$ cat src/rtl/regfile_pkg.sv
// Shared constants and scanner state type for the register file and its read-side scanner.
package regfile_pkg;

   // Default geometry shared by register_file and regfile_scanner
   localparam int REG_ADDR_W = 5;
   localparam int REG_BUS_W  = 32;

   // Scanner FSM states
   typedef enum logic [2:0] {
      IDLE   = 3'd0,
      ISSUE  = 3'd1,
      SEND_A = 3'd2,
      SEND_B = 3'd3,
      DONE   = 3'd4
   } scan_state_t;

endpackage

$ cat src/rtl/regfile_scanner_if.sv
// Valid/ready stream carrying one register value and its register number per beat.
interface regfile_scanner_if #(
   parameter int ADDR  = 5,
   parameter int BUS_W = 32
) ();

   logic             out_valid;
   logic             out_ready;
   logic [BUS_W-1:0] out_data;
   logic [ADDR-1:0]  out_idx;

   modport master (output out_valid, output out_data, output out_idx, input  out_ready);
   modport slave  (input  out_valid, input  out_data, input  out_idx, output out_ready);

endinterface

$ cat src/rtl/regfile_scanner.sv
// Walks every register of register_file in address order, two per read cycle,
// and streams each value out over a valid/ready interface.
module regfile_scanner
   import regfile_pkg::*;
#(
   parameter int ADDR  = REG_ADDR_W,
   parameter int BUS_W = REG_BUS_W
) (
   input  logic             reloj,
   input  logic             reset,
   input  logic             start,
   output logic             busy,
   output logic             done,
   output logic [ADDR-1:0]  rs_addr,
   output logic [ADDR-1:0]  rt_addr,
   input  logic [BUS_W-1:0] rs_data,
   input  logic [BUS_W-1:0] rt_data,
   regfile_scanner_if.master out_if
);

   // The pair counter k lives directly in the address registers:
   // rs_addr = {k,0}, rt_addr = {k,1}. Stepping k is "+2" on both, and
   // "k all ones" is "rt_addr all ones". This also covers ADDR = 1 where k is empty.
   localparam logic [ADDR-1:0] RS_FIRST = '0;
   localparam logic [ADDR-1:0] RT_FIRST = ADDR'(1);
   localparam logic [ADDR-1:0] PAIR_STEP = ADDR'(2);

   scan_state_t      state_q, state_d;
   logic [ADDR-1:0]  rs_addr_q, rs_addr_d;
   logic [ADDR-1:0]  rt_addr_q, rt_addr_d;
   logic [BUS_W-1:0] buf_a_q, buf_a_d;
   logic [BUS_W-1:0] buf_b_q, buf_b_d;
   logic             last_pair;

   assign last_pair = &rt_addr_q;

   // State, address and capture-buffer registers
   always_ff @(posedge reloj or posedge reset) begin
      if (reset) begin
         state_q   <= IDLE;
         rs_addr_q <= RS_FIRST;
         rt_addr_q <= RT_FIRST;
         buf_a_q   <= '0;
         buf_b_q   <= '0;
      end else begin
         state_q   <= state_d;
         rs_addr_q <= rs_addr_d;
         rt_addr_q <= rt_addr_d;
         buf_a_q   <= buf_a_d;
         buf_b_q   <= buf_b_d;
      end
   end

   // Next state: addresses only move on the SEND_B handshake, so stalls never re-read
   always_comb begin
      state_d   = state_q;
      rs_addr_d = rs_addr_q;
      rt_addr_d = rt_addr_q;
      buf_a_d   = buf_a_q;
      buf_b_d   = buf_b_q;
      case (state_q)
         IDLE: begin
            if (start) begin
               state_d   = ISSUE;
               rs_addr_d = RS_FIRST;
               rt_addr_d = RT_FIRST;
            end
         end
         ISSUE: begin
            // Snapshot of the pair is taken at this closing edge
            buf_a_d = rs_data;
            buf_b_d = rt_data;
            state_d = SEND_A;
         end
         SEND_A: begin
            if (out_if.out_ready) begin
               state_d = SEND_B;
            end
         end
         SEND_B: begin
            if (out_if.out_ready) begin
               if (last_pair) begin
                  state_d = DONE;
               end else begin
                  rs_addr_d = rs_addr_q + PAIR_STEP;
                  rt_addr_d = rt_addr_q + PAIR_STEP;
                  state_d   = ISSUE;
               end
            end
         end
         DONE: begin
            state_d   = IDLE;
            rs_addr_d = RS_FIRST;
            rt_addr_d = RT_FIRST;
         end
         default: begin
            state_d   = IDLE;
            rs_addr_d = RS_FIRST;
            rt_addr_d = RT_FIRST;
         end
      endcase
   end

   // Outputs decode from registered state only; out_valid never looks at out_ready
   always_comb begin
      out_if.out_valid = 1'b0;
      out_if.out_data  = buf_a_q;
      out_if.out_idx   = rs_addr_q;
      busy             = (state_q != IDLE);
      done             = (state_q == DONE);
      if (state_q == SEND_A) begin
         out_if.out_valid = 1'b1;
      end else if (state_q == SEND_B) begin
         out_if.out_valid = 1'b1;
         out_if.out_data  = buf_b_q;
         out_if.out_idx   = rt_addr_q;
      end
   end

   assign rs_addr = rs_addr_q;
   assign rt_addr = rt_addr_q;

endmodule

$ cat src/flat_wrapper.sv
// flat-port wrapper written by rule: the top's interface ports become plain ports
module regfile_scanner_flat import regfile_pkg::*;
#(
   parameter int ADDR  = REG_ADDR_W,
   parameter int BUS_W = REG_BUS_W
)
  (reloj, reset, start, busy, done, rs_addr, rt_addr, rs_data, rt_data, out_if_out_valid, out_if_out_data, out_if_out_idx, out_if_out_ready);
  regfile_scanner_if #(.ADDR(ADDR), .BUS_W(BUS_W)) out_if_i ();
  input  logic reloj;
  input  logic reset;
  input  logic start;
  output logic busy;
  output logic done;
  output logic [ADDR-1:0] rs_addr;
  output logic [ADDR-1:0] rt_addr;
  input  logic [BUS_W-1:0] rs_data;
  input  logic [BUS_W-1:0] rt_data;
  output wire logic [$bits(out_if_i.out_valid)-1:0] out_if_out_valid;
  output wire logic [$bits(out_if_i.out_data)-1:0] out_if_out_data;
  output wire logic [$bits(out_if_i.out_idx)-1:0] out_if_out_idx;
  input wire logic [$bits(out_if_i.out_ready)-1:0] out_if_out_ready;
  assign out_if_out_valid = out_if_i.out_valid;
  assign out_if_out_data = out_if_i.out_data;
  assign out_if_out_idx = out_if_i.out_idx;
  assign out_if_i.out_ready = out_if_out_ready;
  regfile_scanner #(.ADDR(ADDR), .BUS_W(BUS_W)) u_core (.reloj(reloj), .reset(reset), .start(start), .busy(busy), .done(done), .rs_addr(rs_addr), .rt_addr(rt_addr), .rs_data(rs_data), .rt_data(rt_data), .out_if(out_if_i));
endmodule
$ cat config.mk
export PLATFORM = sky130hd
export DESIGN_NAME = regfile_scanner_flat
export DESIGN_NICKNAME = d
export VERILOG_FILES = /design/src/rtl/regfile_pkg.sv /design/src/rtl/regfile_scanner_if.sv /design/src/rtl/regfile_scanner.sv /design/src/flat_wrapper.sv
export SDC_FILE = /design/constraint.sdc
export NUM_CORES = 1
export LEC_CHECK = 0
export BUFFER_PORTS_ARGS = -buffer_cell sky130_fd_sc_hd__buf_2
export CELL_PAD_IN_SITES_DETAIL_PLACEMENT = 1
export CELL_PAD_IN_SITES_GLOBAL_PLACEMENT = 1
export CORE_ASPECT_RATIO = 0.8
export CORE_MARGIN = 2
export CORE_UTILIZATION = 41
export CTS_CLUSTER_SIZE = 16
export DETAILED_ROUTE_END_ITERATION = 6
export PLACE_DENSITY_LB_ADDON = 0.1
export SLEW_MARGIN = 20
export SYNTH_ARGS = -nofsm -noshare
export SYNTH_HDL_FRONTEND = slang
export SYNTH_SLANG_ARGS = --single-unit
$ cat constraint.sdc
create_clock -name reloj -period 3.1 [get_ports reloj]
set_input_delay 0.31 -clock reloj [delete_from_list [all_inputs] [get_ports reloj]]
set_output_delay 0.31 -clock reloj [all_outputs]
set_load 0.05 [all_outputs]
### Word-level counts from Yosys, hierarchy flattened

Cells that the tools add are included.

| cells by class | value |
|---|---|
| add/sub/neg operators | 2 |
| eq/ne operators | 8 |
| multiplexer cells | 19 |
| bitwise gates (word level) | 1 |
| reduce and logical (&&, ||, !) cells | 6 |

Operator list:

| kind | number |
|---|---|
| two-way mux 32 bit | 2 |
| two-way mux 5 bit | 8 |
| one-hot mux 5 bit (3 select lines) | 2 |
| two-way mux 3 bit | 4 |
| one-hot mux 3 bit (4 select lines) | 1 |
| adder 5 x 2 -> 5 bit (second input constant) | 2 |
| inequality test 2 bit (second input constant) | 4 |
| equality test 3 x 2 -> 1 bit (second input constant) | 2 |
| AND reduction 5 bit | 1 |
| AND reduction 4 bit | 1 |
| equality test 3 x 1 -> 1 bit (second input constant) | 1 |
| equality test 3 bit (second input constant) | 1 |
| zero test 3 bit | 1 |
| AND reduction 3 bit | 1 |
| nonzero test 3 bit | 1 |
| two-way mux 1 bit | 2 |
| OR reduction 2 bit | 1 |
| NOT 1 bit | 1 |

| word-level totals | value |
|---|---|
| register bits | 77 |
| input bits | 68 |
| output and inout port bits | 50 |

### Logic depth before layout (Yosys ltp)

Gate-level depths: netlist (run 1).

| depth | value |
|---|---|
| depth in word-level cells | 4 |
| mapped depth | 6 |
| gate-level depth less buffers | 4 |

### Worst setup path after synthesis (run 1)

Ideal clock, no wire load.

| timing path | value |
|---|---|
| path type | register to output |
| from | register u_core.state_q[2] |
| to | output port out_if_out_data[10] |
| arrival time | 1.727 ns |
| required time | 2.790 ns |
| setup slack | 1.063 ns |
| stages on the path, launching flop included | 7 |
| path buffers | 2 |
| cells stage by stage | dfrtp_1 and2b_4 and2_1 buf_2 buf_2 nand2_1 nand2_1 |

| between the ends | value |
|---|---|
| word-level cells in the longest chain between the ends | 3 |

Ends and longest elaborated chain:

| item | line | source |
|---|---|---|
| start, declared | regfile_scanner.sv:28 | `scan_state_t state_q, state_d;` |
| start signal, assigned | regfile_scanner.sv:46 | `state_q <= state_d;` |
| equality test 3 x 2 -> 1 bit | regfile_scanner.sv:113 | `end else if (state_q == SEND_B) begin` |
| two-way mux 32 bit | regfile_scanner.sv:113 |  |
| two-way mux 32 bit (*) | regfile_scanner.sv:111 | `if (state_q == SEND_A) begin` |
| end, declared | flat_wrapper.sv:19 | `output wire logic [$bits(out_if_i.out_data)-1:0] out_if_out_data;` |

Mark *: on every way between the ends. The rest lies on a longest branch, timed or not.

### Worst setup path in the final report (run 1)

| timing path | value |
|---|---|
| from | register u_core.state_q[2] |
| to | output port out_if_out_data[0] |

Same word-level chain as after synthesis.

==> flow_metrics.py, run 1 <==
metrics = {
    "synth": {
        "async_flop_share_pct": 100.0,
        "synthFlopType": "dfrtp_1",
        "synth_edf_count": 0,
        "seq_area_frac_synth_pct": 55.33,
        "syn_inst": 316,
        "syn_area_sq_um": 3440,
        "ys_ff_latch": 76,
        "synth_nets": 386,
        "yosys_warnings": 0,
        "syn_avg_cell_area_sq_um": 10.88,
        "ys_types": 32,
    },
    "route": {
        "totalWireLength_um": 8662,
        "drt_iter0_drc": 87,
        "routed-via-count": 2646,
        "wl_per_cell_um": 15.89,
        "via_per_inst": 4.855,
        "drc": 0,
        "antenna_left": 0,
        "dr.pass1.iters": 4,
    },
    "clock_network": {
        "numCtsBuffers": 9,
        "clk_pin_slew_ns": 0.08,
        "htreeDepth": 3,
        "cts_tree": "done",
        "clock_latency_ns": 0.35,
        "cts_buffer_depth": 2,
        "cts_hold_buf": 0,
        "cts_setup_buffers": 0,
        "cts_root_buf": "clkbuf_8",
        "clkSinkCount": 76,
        "cts_resized": 0,
    },
    "final_layout": {
        "n_fill_cell": 897,
        "seq_area_sq_um": 1903,
        "drive_gt1_share_pct": 33.26,
        "multiInputGateArea_sq_um": 1453,
        "fin_nets": 501,
        "syn_to_final_growth_pct": 28.26,
        "fin_util_pct": 55.02,
    },
    "worst_setup_path": {
        "cp-end-kind": "primary output",
        "path_class": "flip-flop to primary output",
        "crit_arrival_ns": 2.20,
        "crit_buf_inv": 2,
        "slowest_delay_ns": 0.45,
        "cp_data_required_time_ns": 2.79,
        "cp.depth": 6,
        "path_cells": "and2b_4 > and2_1 > buf_12 > nand2_1 > nand2_1 > buf_2",
        "path_max_fanout": 30,
        "cpMaxStageDelayCell": "dfrtp_1",
        "startpoint_type": "flip-flop",
        "crit_path_frequent_cell": "nand2_1",
        "reg2reg_depth": 5,
        "path_delay_family": "simple AND/OR/NAND/NOR gates",
    },
    "timing": {
        "slew_viol_final": 0,
        "fin_skew_ns": 0.01154,
        "rsz0062_at_grt": "no",
        "finalSetupTns_ns": 0,
        "max_freq_ghz": 0.3988,
        "fin_crit_ns": 2.507,
        "setup_violations": 0,
        "slew_headroom_pct": 50.10,
        "period_share_pct": 80.89,
        "hold_viol": 0,
        "tightest_slew_ns": 0.7474,
    },
    "status": {
        "status": "completed",
    },
    "floorplanning": {
        "start_util_pct": 42.89,
        "rows": 29,
        "core_sq_um": 8019,
        "ios": 118,
        "dieHeight_um": 85.92,
        "dieArea_sq_um": 9142,
        "dieWidth_um": 106.4,
    },
    "job": {
        "max-cap-violations": 0,
    },
    "grt": {
        "first_global_vias": 2791,
        "antenna_found_initial": 1,
        "grt.total_usage_pct": 20.27,
        "gr-total-overflow": 0,
        "grt_pass1_wl_um": 14120,
        "grt_max_degree": 45,
    },
    "min_path": {
        "hold_class": "primary input to asynchronous set/reset pin",
    },
    "placed_design": {
        "dp_hpwl_um": 6163,
        "io_buffers": 116,
        "gp_congestion": 0.8099,
    },
}
[cell usage in the layout (no fill, tap or decap), drive strengths merged, types with 2 or more instances in the layout]
cell type	n
buf	121
nand2	112
dfrtp	75
mux2	65
clkbuf	11
nor2	9
nand3	6
nor3b	4
o21ai	4
or3	3
bufinv	3
a22o	2
and2	2
o21a	2
ha	2
clkinv	2
or2	2
[flip-flops by register name (all words and copies together), names as in the netlist]
signal,count
u_core.rs_addr,4
u_core.rt_addr,5
u_core.buf_a_q,32
u_core.state_q,3
u_core.buf_b_q,32
[cell families (layout without fill, tap and decap cells)]
| family | Yosys count | count (layout) | share of synthesized area, % |
|---|---|---|---|
| simple gates | 141 | 141 | 17.21 |
| flops | 76 | 76 | 55.33 |
| mux | 65 | 65 | 21.28 |
| buf+inv | 18 | 138 | 2.583 |
| compound gates | 13 | 13 | 2.765 |
| fa+ha+maj | 2 | 2 | 0.7274 |
| other cells | 1 | 2 | 0.1090 |
[metal layers]
layer,track usage (%),share of wire (%),vias up
met5,0,0,-
met4,4.545,0.47,0
met3,8.815,7.7,6
met2,31.82,47,77
met1,26.13,45,1288
li1,-,-,1275
[synthesized netlist by cell type (all sizes together), types with 3 or more instances]
| cell type | count | area [sq um] |
|---|---|---|
| buf | 15 | 77.58 |
| nor3b | 4 | 35.03 |
| dfrtp | 75 | 1877 |
| or3 | 3 | 18.77 |
| nand3 | 6 | 35.03 |
| o21ai | 4 | 20.02 |
| mux2 | 65 | 732.0 |
| nor2 | 9 | 33.78 |
| nand2 | 112 | 420.4 |
[layout make-up]
type                            count  share of cell area, %
Timing Repair Buffer              121                  14.86
Inverter                            1                0.08508
Tap cell                          108                  3.063
Clock inverter                      5                  2.439
Sequential cell                    76                  43.14
Multi-Input combinational cell    222                  32.93
Clock buffer                       11                  3.432
Antenna cell                        1                0.05672
[worst paths after layout]
| path | start | endpoint | slack [ns] |
|---|---|---|---|
| worst max-delay path | u_core.state_q[2] | out_if_out_data[0] | 0.59 |
| worst min register to register | u_core.buf_b_q[10] | u_core.buf_b_q[10] | 0.49 |
| max in group asynchronous | reset | u_core.buf_a_q[2] | 2.32 |
| worst min-delay path | reset | u_core.buf_a_q[7] | 0.09 |
| worst max register to register | u_core.state_q[2] | u_core.rs_addr[1] | 1.09 |
| min in group reloj | rs_data[12] | u_core.buf_a_q[12] | 0.17 |
[metrics by stage]
step | cell area [sq um] | setup slack, ns | instances | hold slack, ns
after floorplan | 3440 | 0.8533 | 316 | 0.4202
after global placement | 4150 | 1.024 | 528 | 0.4664
after detailed placement | 4150 | 0.9760 | 528 | 0.4746
after CTS | 4409 | 0.5596 | 544 | 0.1072
after global routing | 4409 | 0.4181 | 544 | 0.1379
final | 4412 | 0.5925 | 545 | 0.08966
Power of run 1 is not shown: default switching activity piles up to over one toggle a cycle in this logic, so the estimate is an artifact.
==> run 2, diff against run 1 <==
--- a/config.mk
+++ b/config.mk
@@ -10,7 +10,7 @@
 export CELL_PAD_IN_SITES_GLOBAL_PLACEMENT = 1
 export CORE_ASPECT_RATIO = 0.8
 export CORE_MARGIN = 2
-export CORE_UTILIZATION = 41
+export CORE_UTILIZATION = 34
 export CTS_CLUSTER_SIZE = 16
 export DETAILED_ROUTE_END_ITERATION = 6
 export PLACE_DENSITY_LB_ADDON = 0.1
==> constraint.sdc (replaced) <==
create_clock -name reloj -period 2.1 [get_ports reloj]
set_input_delay 0.21 -clock reloj [delete_from_list [all_inputs] [get_ports reloj]]
set_output_delay 0.21 -clock reloj [all_outputs]
set_load 0.05 [all_outputs]
==> run 2 against run 1 <==
- the flow now finishes with violations (hold timing)
- clock-buffer cell count decreased by 2
- die area increased by 20%
- non-clock buffer count increased by 3
- critical path type unchanged
- critical endpoint is now out_if_out_data[18]
- highest routed layer unchanged
==> flow_metrics.py, run 2 (synthesis gave the netlist of run 1 again) <==
metrics = {
    "worst_setup_path": {
        "path_max_fanout": 12,
        "cp.depth": 6,
        "crit_arrival_ns": 1.79,
        "cp_data_required_time_ns": 1.89,
        "path_cells": "and2b_4 > and2_4 > clkbuf_16 > nand2_1 > nand2_1 > clkbuf_4",
        "reg2reg_depth": 3,
        "crit_path_frequent_cell": "nand2_1",
        "r2r-start": "u_core.state_q[0]",
        "rrSetupSlack_ns": 0.35,
        "cpMaxStageDelayCell": "dfrtp_1",
        "crit_buf_inv": 2,
        "path_delay_family": "simple AND/OR/NAND/NOR gates",
        "cp-end-kind": "primary output",
        "path_class": "flip-flop to primary output",
        "critical_path.endpoint": "out_if_out_data[18]",
        "rr_endpoint": "u_core.buf_b_q[27]",
        "slowest_delay_ns": 0.44,
        "startpoint": "u_core.state_q[2]",
        "startpoint_type": "flip-flop",
    },
    "placed_design": {
        "gp_congestion": 0.7441,
        "io_buffers": 116,
        "dp_hpwl_um": 6050,
    },
    "clock_network": {
        "clkSinkCount": 76,
        "clock_latency_ns": 0.33,
        "cts_root_buf": "clkbuf_16",
        "clk_pin_slew_ns": 0.06,
        "cts_buffer_depth": 2,
        "htreeDepth": 3,
        "numCtsBuffers": 9,
        "cts_tree": "done",
        "cts_setup_buffers": 0,
        "cts_hold_buf": 0,
    },
    "final_layout": {
        "n_fill_cell": 1095,
        "final_cell_mix": "nand2_1 (112), buf_2 (83), dfrtp_1 (75)",
        "fin_nets": 504,
        "syn_to_final_growth_pct": 33.03,
        "drive_gt1_share_pct": 33.49,
        "n_antenna_cell": 0,
        "layout_commonest_cell": "nand2_1",
    },
    "grt": {
        "grt.total_usage_pct": 16.88,
        "met2_usage_pct": 25.97,
        "grt_use_met3_pct": 5.419,
        "gr-total-overflow": 0,
        "grt_use_met1_pct": 22.44,
        "grt_pass1_wl_um": 14050,
        "antenna_found_initial": 1,
        "grt_busiest_layer": "met2",
        "grt_max_degree": 77,
        "first_global_vias": 2825,
    },
    "timing": {
        "slew_viol_final": 0,
        "fin_skew_ns": 0.003779,
        "finalSetupTns_ns": 0,
        "rsz0062_at_grt": "no",
        "max_freq_ghz": 0.5000,
        "hold_slack_ns": -0.009388,
        "period_share_pct": 95.24,
        "setup_violations": 0,
        "hold_viol": 6,
        "fin_crit_ns": 2.000,
    },
    "route": {
        "dr.pass1.iters": 4,
        "drc": 0,
        "routed-via-count": 2636,
        "via_per_inst": 4.608,
        "wl_per_cell_um": 15.18,
        "drt_iter0_drc": 113,
        "antenna_left": 0,
        "totalWireLength_um": 8681,
    },
    "status": {
        "status": "finished with violations",
        "violations": "hold timing",
    },
    "floorplanning": {
        "dieWidth_um": 116.5,
        "rows": 32,
        "start_util_pct": 35.35,
        "core_sq_um": 9729,
        "ios": 118,
        "dieArea_sq_um": 10940,
        "dieHeight_um": 93.96,
    },
    "min_path": {
        "hold_class": "primary input to asynchronous set/reset pin",
    },
    "job": {
        "max-cap-violations": 0,
    },
}
## run 2: worst min path at each step
| stage | slack [ns] | from | cells past startpoint | endpoint |
|---|---|---|---|---|
| 3_3_place_gp | 0.36 | reset | 3 | u_core.buf_a_q[29] |
| 4_1_cts | 0.007 | reset | 3 | u_core.buf_a_q[29] |
| 3_5_place_dp | 0.36 | reset | 3 | u_core.buf_a_q[29] |
| 2_1_floorplan | 0.32 | out_if_out_ready | 1 | u_core.state_q[0] |
| 5_1_grt | 0.005 | reset | 3 | u_core.buf_a_q[29] |
| 6_report | -0.009 | reset | 3 | u_core.buf_a_q[29] |
## run 2: final cells by class
cell class | count | area [sq um] | area share [%]
flip-flops and latches | 76 | 1903 | 41.59
multi-input cells | 222 | 1455 | 31.80
repair buffers | 124 | 794.5 | 17.36
clock buffers | 9 | 225.2 | 4.922
well taps | 136 | 170.2 | 3.719
clock inverters | 4 | 20.02 | 0.4375
inverters | 1 | 7.507 | 0.1641
## run 2: per-stage QoR
step	instance area (sq um)	std cells	utilization [%]	hold WS, ns	worst slack (ns)
global placement	4217	558	43.34	0.3628	0.3485
CTS	4479	571	46.04	0.006654	0.002013
floorplan	3443	316	-	0.3202	0.1632
finish	4576	572	47.03	-0.009388	0.1000
global route	4576	572	47.03	0.004931	0.005689
detailed placement	4217	558	43.34	0.3620	0.3366
## run 2: tightest hold or removal path, cell delays in order
cell and delay, ns:
buf_2 0.11, clkinvlp_4 0.07, buf_12 0.34
## run 2: what timing repair did
| item | in CTS | in global routing |
|---|---|---|
| cloned | 0 | 1 |
| resized for setup | 7 | 29 |
| endpoints found under the setup margin | 7 | 36 |
| pin swaps | 0 | 0 |
## run 2: layer usage
metal | vias up | routed length, um | part of all wire (%)
met3 | 12 | 541 | 6.2
met5 | - | 0 | 0
met4 | 0 | 140 | 1.6
met2 | 76 | 3813 | 44
li1 | 1280 | - | -
met1 | 1268 | 4186 | 48
Power of run 2 is left out for the same reason.
